$ cat src/rtl/imem_loader_if.sv
// Byte-stream input and instruction-memory write port of the image loader.
// master = loader side, slave = host link / memory side.
interface imem_loader_if #(
    parameter int ADDR_W = 10
);
    logic [7:0]        byte_in;
    logic              byte_valid;
    logic              byte_ready;
    logic              wr_en;
    logic [ADDR_W-1:0] wr_addr;
    logic [31:0]       wr_data;

    modport master (
        input  byte_in,
        input  byte_valid,
        output byte_ready,
        output wr_en,
        output wr_addr,
        output wr_data
    );

    modport slave (
        output byte_in,
        output byte_valid,
        input  byte_ready,
        input  wr_en,
        input  wr_addr,
        input  wr_data
    );
endinterface

$ cat src/rtl/imem_loader.sv
// Instruction memory image loader: length-prefixed byte frame -> 32-bit LE words.
// Define IMEM_LOADER_CHECKSUM_EN to require a trailing XOR checksum byte.
module imem_loader #(
    parameter int DEPTH  = 1024,
    parameter int ADDR_W = 10
) (
    input  logic           clk,
    input  logic           rst,
    input  logic           start,
    imem_loader_if.master  bus,
    output logic           busy,
    output logic           done,
    output logic           err,
    output logic           cpu_hold
);

    typedef enum logic [2:0] {
        S_IDLE,
        S_LEN_LO,
        S_LEN_HI,
        S_DATA,
        S_CHK,
        S_DONE,
        S_ERR
    } state_e;

    // State entered once all data words (possibly none) are in.
`ifdef IMEM_LOADER_CHECKSUM_EN
    localparam state_e S_FIN = S_CHK;
`else
    localparam state_e S_FIN = S_DONE;
`endif

    state_e            state_q, state_d;
    logic [15:0]       len_q, len_d;
    logic [ADDR_W-1:0] idx_q, idx_d;
    logic [1:0]        lane_q, lane_d;
    logic [31:0]       word_q, word_d;
    logic [7:0]        chk_q, chk_d;
    logic              wr_en_q, wr_en_d;
    logic [ADDR_W-1:0] wr_addr_q, wr_addr_d;
    logic [31:0]       wr_data_q, wr_data_d;
    logic              rdy_q, rdy_d;
    logic              busy_q, busy_d;
    logic              done_q, done_d;
    logic              err_q, err_d;
    logic              hold_q, hold_d;

    logic              accept;
    logic [15:0]       len_full;
    logic              last_word;

    assign accept    = bus.byte_valid && rdy_q;
    assign len_full  = {bus.byte_in, len_q[7:0]};
    assign last_word = (32'(idx_q) + 32'd1) == 32'(len_q);

    // Next-state, datapath and registered-output decode.
    always_comb begin
        state_d   = state_q;
        len_d     = len_q;
        idx_d     = idx_q;
        lane_d    = lane_q;
        word_d    = word_q;
        chk_d     = chk_q;
        wr_en_d   = 1'b0;
        wr_addr_d = wr_addr_q;
        wr_data_d = wr_data_q;

        case (state_q)
            S_IDLE, S_DONE, S_ERR: begin
                if (start) begin
                    state_d = S_LEN_LO;
                    len_d   = '0;
                    idx_d   = '0;
                    lane_d  = '0;
                    word_d  = '0;
                    chk_d   = '0;
                end
            end
            S_LEN_LO: begin
                if (accept) begin
                    len_d[7:0] = bus.byte_in;
                    state_d    = S_LEN_HI;
                end
            end
            S_LEN_HI: begin
                if (accept) begin
                    len_d = len_full;
                    if (len_full == 16'd0)
                        state_d = S_FIN;
                    else if (32'(len_full) > 32'(DEPTH))
                        state_d = S_ERR;
                    else
                        state_d = S_DATA;
                end
            end
            S_DATA: begin
                if (accept) begin
                    word_d[{lane_q, 3'b000} +: 8] = bus.byte_in;
                    chk_d  = chk_q ^ bus.byte_in;
                    lane_d = lane_q + 2'd1;
                    if (lane_q == 2'd3) begin
                        wr_en_d   = 1'b1;
                        wr_addr_d = idx_q;
                        wr_data_d = {bus.byte_in, word_q[23:0]};
                        idx_d     = idx_q + 1'b1;
                        word_d    = '0;
                        if (last_word)
                            state_d = S_FIN;
                    end
                end
            end
`ifdef IMEM_LOADER_CHECKSUM_EN
            S_CHK: begin
                if (accept)
                    state_d = (bus.byte_in == chk_q) ? S_DONE : S_ERR;
            end
`endif
            default: state_d = S_IDLE;
        endcase

        rdy_d  = (state_d == S_LEN_LO) || (state_d == S_LEN_HI) ||
                 (state_d == S_DATA)   || (state_d == S_CHK);
        busy_d = rdy_d;
        done_d = (state_d == S_DONE);
        err_d  = (state_d == S_ERR);
        hold_d = (state_d != S_DONE);
    end

    // FSM and output registers; reset drops any partial word.
    always_ff @(posedge clk or posedge rst) begin
        if (rst) begin
            state_q   <= S_IDLE;
            len_q     <= '0;
            idx_q     <= '0;
            lane_q    <= '0;
            word_q    <= '0;
            chk_q     <= '0;
            wr_en_q   <= 1'b0;
            wr_addr_q <= '0;
            wr_data_q <= '0;
            rdy_q     <= 1'b0;
            busy_q    <= 1'b0;
            done_q    <= 1'b0;
            err_q     <= 1'b0;
            hold_q    <= 1'b1;
        end else begin
            state_q   <= state_d;
            len_q     <= len_d;
            idx_q     <= idx_d;
            lane_q    <= lane_d;
            word_q    <= word_d;
            chk_q     <= chk_d;
            wr_en_q   <= wr_en_d;
            wr_addr_q <= wr_addr_d;
            wr_data_q <= wr_data_d;
            rdy_q     <= rdy_d;
            busy_q    <= busy_d;
            done_q    <= done_d;
            err_q     <= err_d;
            hold_q    <= hold_d;
        end
    end

    assign bus.byte_ready = rdy_q;
    assign bus.wr_en      = wr_en_q;
    assign bus.wr_addr    = wr_addr_q;
    assign bus.wr_data    = wr_data_q;
    assign busy           = busy_q;
    assign done           = done_q;
    assign err            = err_q;
    assign cpu_hold       = hold_q;

endmodule
$ cat src/flat_wrapper.sv
// flat-port wrapper written by rule: the top's interface ports become plain ports
module imem_loader_flat 
#(
    parameter int DEPTH  = 1024,
    parameter int ADDR_W = 10
)
  (clk, rst, start, busy, done, err, cpu_hold, bus_byte_in, bus_byte_valid, bus_byte_ready, bus_wr_en, bus_wr_addr, bus_wr_data);
  imem_loader_if #(.ADDR_W(ADDR_W)) bus_i ();
  input  logic clk;
  input  logic rst;
  input  logic start;
  output logic busy;
  output logic done;
  output logic err;
  output logic cpu_hold;
  input wire logic [$bits(bus_i.byte_in)-1:0] bus_byte_in;
  input wire logic [$bits(bus_i.byte_valid)-1:0] bus_byte_valid;
  output wire logic [$bits(bus_i.byte_ready)-1:0] bus_byte_ready;
  output wire logic [$bits(bus_i.wr_en)-1:0] bus_wr_en;
  output wire logic [$bits(bus_i.wr_addr)-1:0] bus_wr_addr;
  output wire logic [$bits(bus_i.wr_data)-1:0] bus_wr_data;
  assign bus_i.byte_in = bus_byte_in;
  assign bus_i.byte_valid = bus_byte_valid;
  assign bus_byte_ready = bus_i.byte_ready;
  assign bus_wr_en = bus_i.wr_en;
  assign bus_wr_addr = bus_i.wr_addr;
  assign bus_wr_data = bus_i.wr_data;
  imem_loader #(.DEPTH(DEPTH), .ADDR_W(ADDR_W)) u_core (.clk(clk), .rst(rst), .start(start), .bus(bus_i), .busy(busy), .done(done), .err(err), .cpu_hold(cpu_hold));
endmodule
$ cat config.mk
export PLATFORM = sky130hd
export DESIGN_NAME = imem_loader_flat
export DESIGN_NICKNAME = d
export VERILOG_FILES = /design/src/rtl/imem_loader_if.sv /design/src/rtl/imem_loader.sv /design/src/flat_wrapper.sv
export SDC_FILE = /design/constraint.sdc
export NUM_CORES = 1
export LEC_CHECK = 0
export CAP_MARGIN = 20
export CORE_MARGIN = 2
export CORE_UTILIZATION = 33
export CTS_CLUSTER_DIAMETER = 80
export DETAILED_ROUTE_END_ITERATION = 16
export HOLD_SLACK_MARGIN = 0.06
export PLACE_DENSITY_LB_ADDON = 0.2
export RECOVER_POWER = 100
export SLEW_MARGIN = 20
export SYNTH_ARGS = -nofsm -noshare
export SYNTH_HDL_FRONTEND = slang
export SYNTH_SLANG_ARGS = --single-unit
$ cat constraint.sdc
create_clock -name clk -period 8.62 [get_ports clk]
set_input_delay 1.724 -clock clk [delete_from_list [all_inputs] [get_ports clk]]
set_output_delay 1.724 -clock clk [all_outputs]
set_load 0.1 [all_outputs]
==> results.md <==
- Pre-CTS WS: 4680 ps
- Worst-case clock buffer depth: 2
- Class of the tightest hold or removal check: register to register
- CTS buffer count: 9
- Synthesis warning total: 0
- Area growth from synthesis to layout: 22.4%
- Placed cell count: 653
- Filler Cells Inserted: 1,316
- Total number of H-tree levels: 3
- Ordered list of cells on the worst path: dlygate4sd3_1 > nand2_1 > nor2_1 > nand2_2 > clkbuf_1 > mux2_2
- Clock-pin slew on the worst setup and hold paths: 70 ps
- Final sum of negative setup slack: 0 ps
- Max Fanout on Critical Path: 54
- Count of different cell masters after synthesis: 57
- Initial antenna violation count: 0
- Clk_skew: 4.97 ps
- Pin count of the biggest net entering global routing: 61
- Final estimated routing congestion in global placement: 0.817
- Total via count in the routed design: 3,378
- Worst-Margin Slew: 2360 ps
- Number of core rows: 42
- Most instantiated cells after synthesis: sky130_fd_sc_hd__dfrtp_1 (101), sky130_fd_sc_hd__nand2_1 (91), sky130_fd_sc_hd__o21ai_0 (43)
- Area of combinational cells with multiple inputs: 1850 sq um
- Die width: 122 um
- Routed wire length per instance: 16.6 um
- Number of max-cap violations: 2
- Post-Syn Instances: 434
- Total core area: 13,400 sq um
- Hold Buf Count CTS: 0
- Final setup violating endpoints: 0
- Most repeated cell in the gate-level netlist after synthesis: sky130_fd_sc_hd__dfrtp_1
- Highest achievable clock rate: 210 MHz
- Final hold vios: 0
- Global-route wire length before repair: 18.2 mm
- Crit-path max cell delay: 1680 ps
- Mean post-synth cell area: 10.5 sq um
- Post-CTS setup-driven buffer insertion count: 0
- Area of the mapped netlist: 4570 sq um
- Remaining Overflow, GRT: 0
- CP endpoint kind: register
- Number of design-rule violations left by the first detailed-router iteration: 187
- Area leader, netlist: sky130_fd_sc_hd__dfrtp_1
- Top flip-flop cell by instance count after synthesis: sky130_fd_sc_hd__dfrtp_1
- Max VDD drop: 108 uV
- Input/output buffers: 59
- Pins over their slew limit: 99
- Clk Tree Root Cell: sky130_fd_sc_hd__clkbuf_16
- Sequential cell area: 2550 sq um
- Worst skew pair latency: 350 ps
- Initial Utilization: 0.341
- Share of synthesized area occupied by flip-flops and latches: 0.559
- Slowest stage cell on the critical path: sky130_fd_sc_hd__clkbuf_1
- Share of async-settable or async-resettable flops after synthesis: 1.00
- Antenna diode count: 0
- Area fraction of the dominant cell type after synthesis: 0.553
- DRC viols: 0
- Violations in the final reports: capacitance limit, slew limit
- Die area: 14,800 sq um
- Clock tree from TritonCTS: yes
- Fraction of final layout cells sized beyond drive strength 1: 0.0974
- Final core utilization: 0.417
- Clock period minus worst slack: 4760 ps
- Outcome: finished with violations
- Leak Pwr: 2.64 nW
- Setup repair after global routing missed its margin: false
- Vias per inst: 5.05
- Number of clock sinks: 102
- Element type at the critical path start: input port
- Data required time of the worst path: 8850 ps
- # resized after CTS: 0
- Post-route insts no fill: 669
- Global routing usage summed across all routing layers: 0.161
- Half-perimeter wire length after detailed placement: 7.37 mm
- Final Worst Setup Slack: 3860 ps
- Total power: 1.45 mW
- Power density of the placed cells: 259 nW/um^2
- Post-Syn Nets: 451
- Setup Crit Path Kind: input port to register
- Number of storage elements in the synthesis netlist: 102
- Routed WL: 11.1 mm
- Fin crit share: 0.552
- Normalized max-slew margin: -0.573
- Cell family with most CP delay: buffers and inverters
- Length of the first detailed-routing pass in iterations: 4
- Cell types occupying the most area after synthesis: sky130_fd_sc_hd__dfrtp_1 (55%), sky130_fd_sc_hd__nand2_1 (7.5%), sky130_fd_sc_hd__a22o_1 (5.0%)
- Nets@finish: 505
- Number of enable-type register cells in the synthesized netlist: 0
- Top-level port count: 60
- Number of buffer and inverter instances along the worst setup path: 2
- Vertical die dimension: 122 um
- Via count of the first global-routing pass: 3,373
- Arrival time of data at the critical path endpoint: 4990 ps
- Antenna-violating nets left: 0
where the power goes:
| part | switching (mW) | internal, mW | leakage, nW | total, mW |
|---|---|---|---|---|
| Combinational | 0.296 | 0.139 | 1.08 | 0.435 |
| Sequential | 0.0676 | 0.547 | 1.40 | 0.614 |
| Clock | 0.171 | 0.228 | 0.149 | 0.399 |
| Total | 0.535 | 0.914 | 2.64 | 1.45 |
worst register-to-register path: cells and delay by family, from the launching register on:
kind	cells	cell delay (ps)
and+or+nand+nor	3	610
buffers and inverters	1	1680
DFF	1	550
muxes	1	470
flip-flops by register name, summed over array words and instances (netlist names):
register and count:
u_core.bus.byte_ready 1, u_core.bus.wr_addr 10, u_core.bus.wr_data 32, u_core.bus.wr_en 1
u_core.cpu_hold 1, u_core.done 1, u_core.err 1, u_core.idx_q 10
u_core.lane_q 2, u_core.len_q 16, u_core.state_q 3, u_core.word_q 24
through the flow:
stage / instance area (sq um) / hold slack (ps)
CTS: 5600 / 480
global placement: 5310 / 458
detailed placement: 5310 / 465
finish: 5590 / 467
global route: 5590 / 498
floorplan: 4570 / 442
metal layers:
layer  global-route usage  wire [um]
met3               0.0351        529
met4               0.0647        178
met5                    0          0
met1                0.215       5100
met2                0.256       5280
cells by family (layout without fill, tap and decap cells):
kind of cell,Yosys count,count (layout),share of synthesized area
AND/OR/NAND/NOR,165,165,0.180
flip-flops,102,102,0.559
AO/OA/AOI/OAI,96,96,0.143
buffers and inverters,34,93,0.0337
multiplexers,17,17,0.0419
XOR/XNOR,15,15,0.0288
adder cells (fa/ha/maj),5,5,0.0137
layout by cell type (no fill, tap or decap), types with 2 or more instances in the layout:
cell / count
sky130_fd_sc_hd__a211o_1: 2
sky130_fd_sc_hd__a21boi_0: 3
sky130_fd_sc_hd__a21oi_1: 4
sky130_fd_sc_hd__a22o_1: 26
sky130_fd_sc_hd__and3_1: 7
sky130_fd_sc_hd__buf_4: 2
sky130_fd_sc_hd__clkbuf_1: 2
sky130_fd_sc_hd__clkbuf_16: 9
sky130_fd_sc_hd__clkbuf_8: 4
sky130_fd_sc_hd__clkdlybuf4s50_1: 8
sky130_fd_sc_hd__dfrtp_1: 101
sky130_fd_sc_hd__dlygate4sd3_1: 51
sky130_fd_sc_hd__ha_1: 5
sky130_fd_sc_hd__inv_1: 14
sky130_fd_sc_hd__mux2_2: 17
sky130_fd_sc_hd__nand2_1: 91
sky130_fd_sc_hd__nand2b_1: 3
sky130_fd_sc_hd__nand3_1: 14
sky130_fd_sc_hd__nand3b_1: 2
sky130_fd_sc_hd__nor2_1: 16
sky130_fd_sc_hd__nor3_1: 7
sky130_fd_sc_hd__nor3b_1: 2
sky130_fd_sc_hd__nor4_1: 4
sky130_fd_sc_hd__o21ai_0: 44
sky130_fd_sc_hd__o22ai_1: 2
sky130_fd_sc_hd__o31ai_1: 3
sky130_fd_sc_hd__or3_1: 6
sky130_fd_sc_hd__xnor2_1: 9
sky130_fd_sc_hd__xor2_1: 6
worst paths after layout:
| check | startpoint | to | slack, ps | cells after the start |
|---|---|---|---|---|
| worst max register to register | u_core.state_q[2]$_DFF_PP0_ | u_core.bus.wr_data[3]$_DFFE_PP0P_ | 5200 | 5 |
| worst min register to register | u_core.bus.wr_addr[6]$_DFFE_PP0P_ | u_core.bus.wr_addr[6]$_DFFE_PP0P_ | 470 | 2 |
| worst max-delay path | bus_byte_valid | u_core.bus.wr_data[3]$_DFFE_PP0P_ | 3860 | 6 |
| worst min-delay path | u_core.bus.wr_addr[6]$_DFFE_PP0P_ | u_core.bus.wr_addr[6]$_DFFE_PP0P_ | 470 | 2 |
| min in group asynchronous | rst | u_core.bus.wr_data[5]$_DFFE_PP0P_ | 2320 | 2 |
| max in group asynchronous | rst | u_core.bus.wr_addr[8]$_DFFE_PP0P_ | 4770 | 3 |
final cells by class:
| class | instances | area share |
|---|---|---|
| clock buffers | 14 | 0.0508 |
| clock inverters | 2 | 0.00246 |
| inverters | 15 | 0.0103 |
| multi-input cells | 298 | 0.331 |
| flip-flops and latches | 102 | 0.457 |
| well taps | 176 | 0.0394 |
| repair buffers | 62 | 0.109 |
No activity file was read; power rests on OpenSTA's default activity.
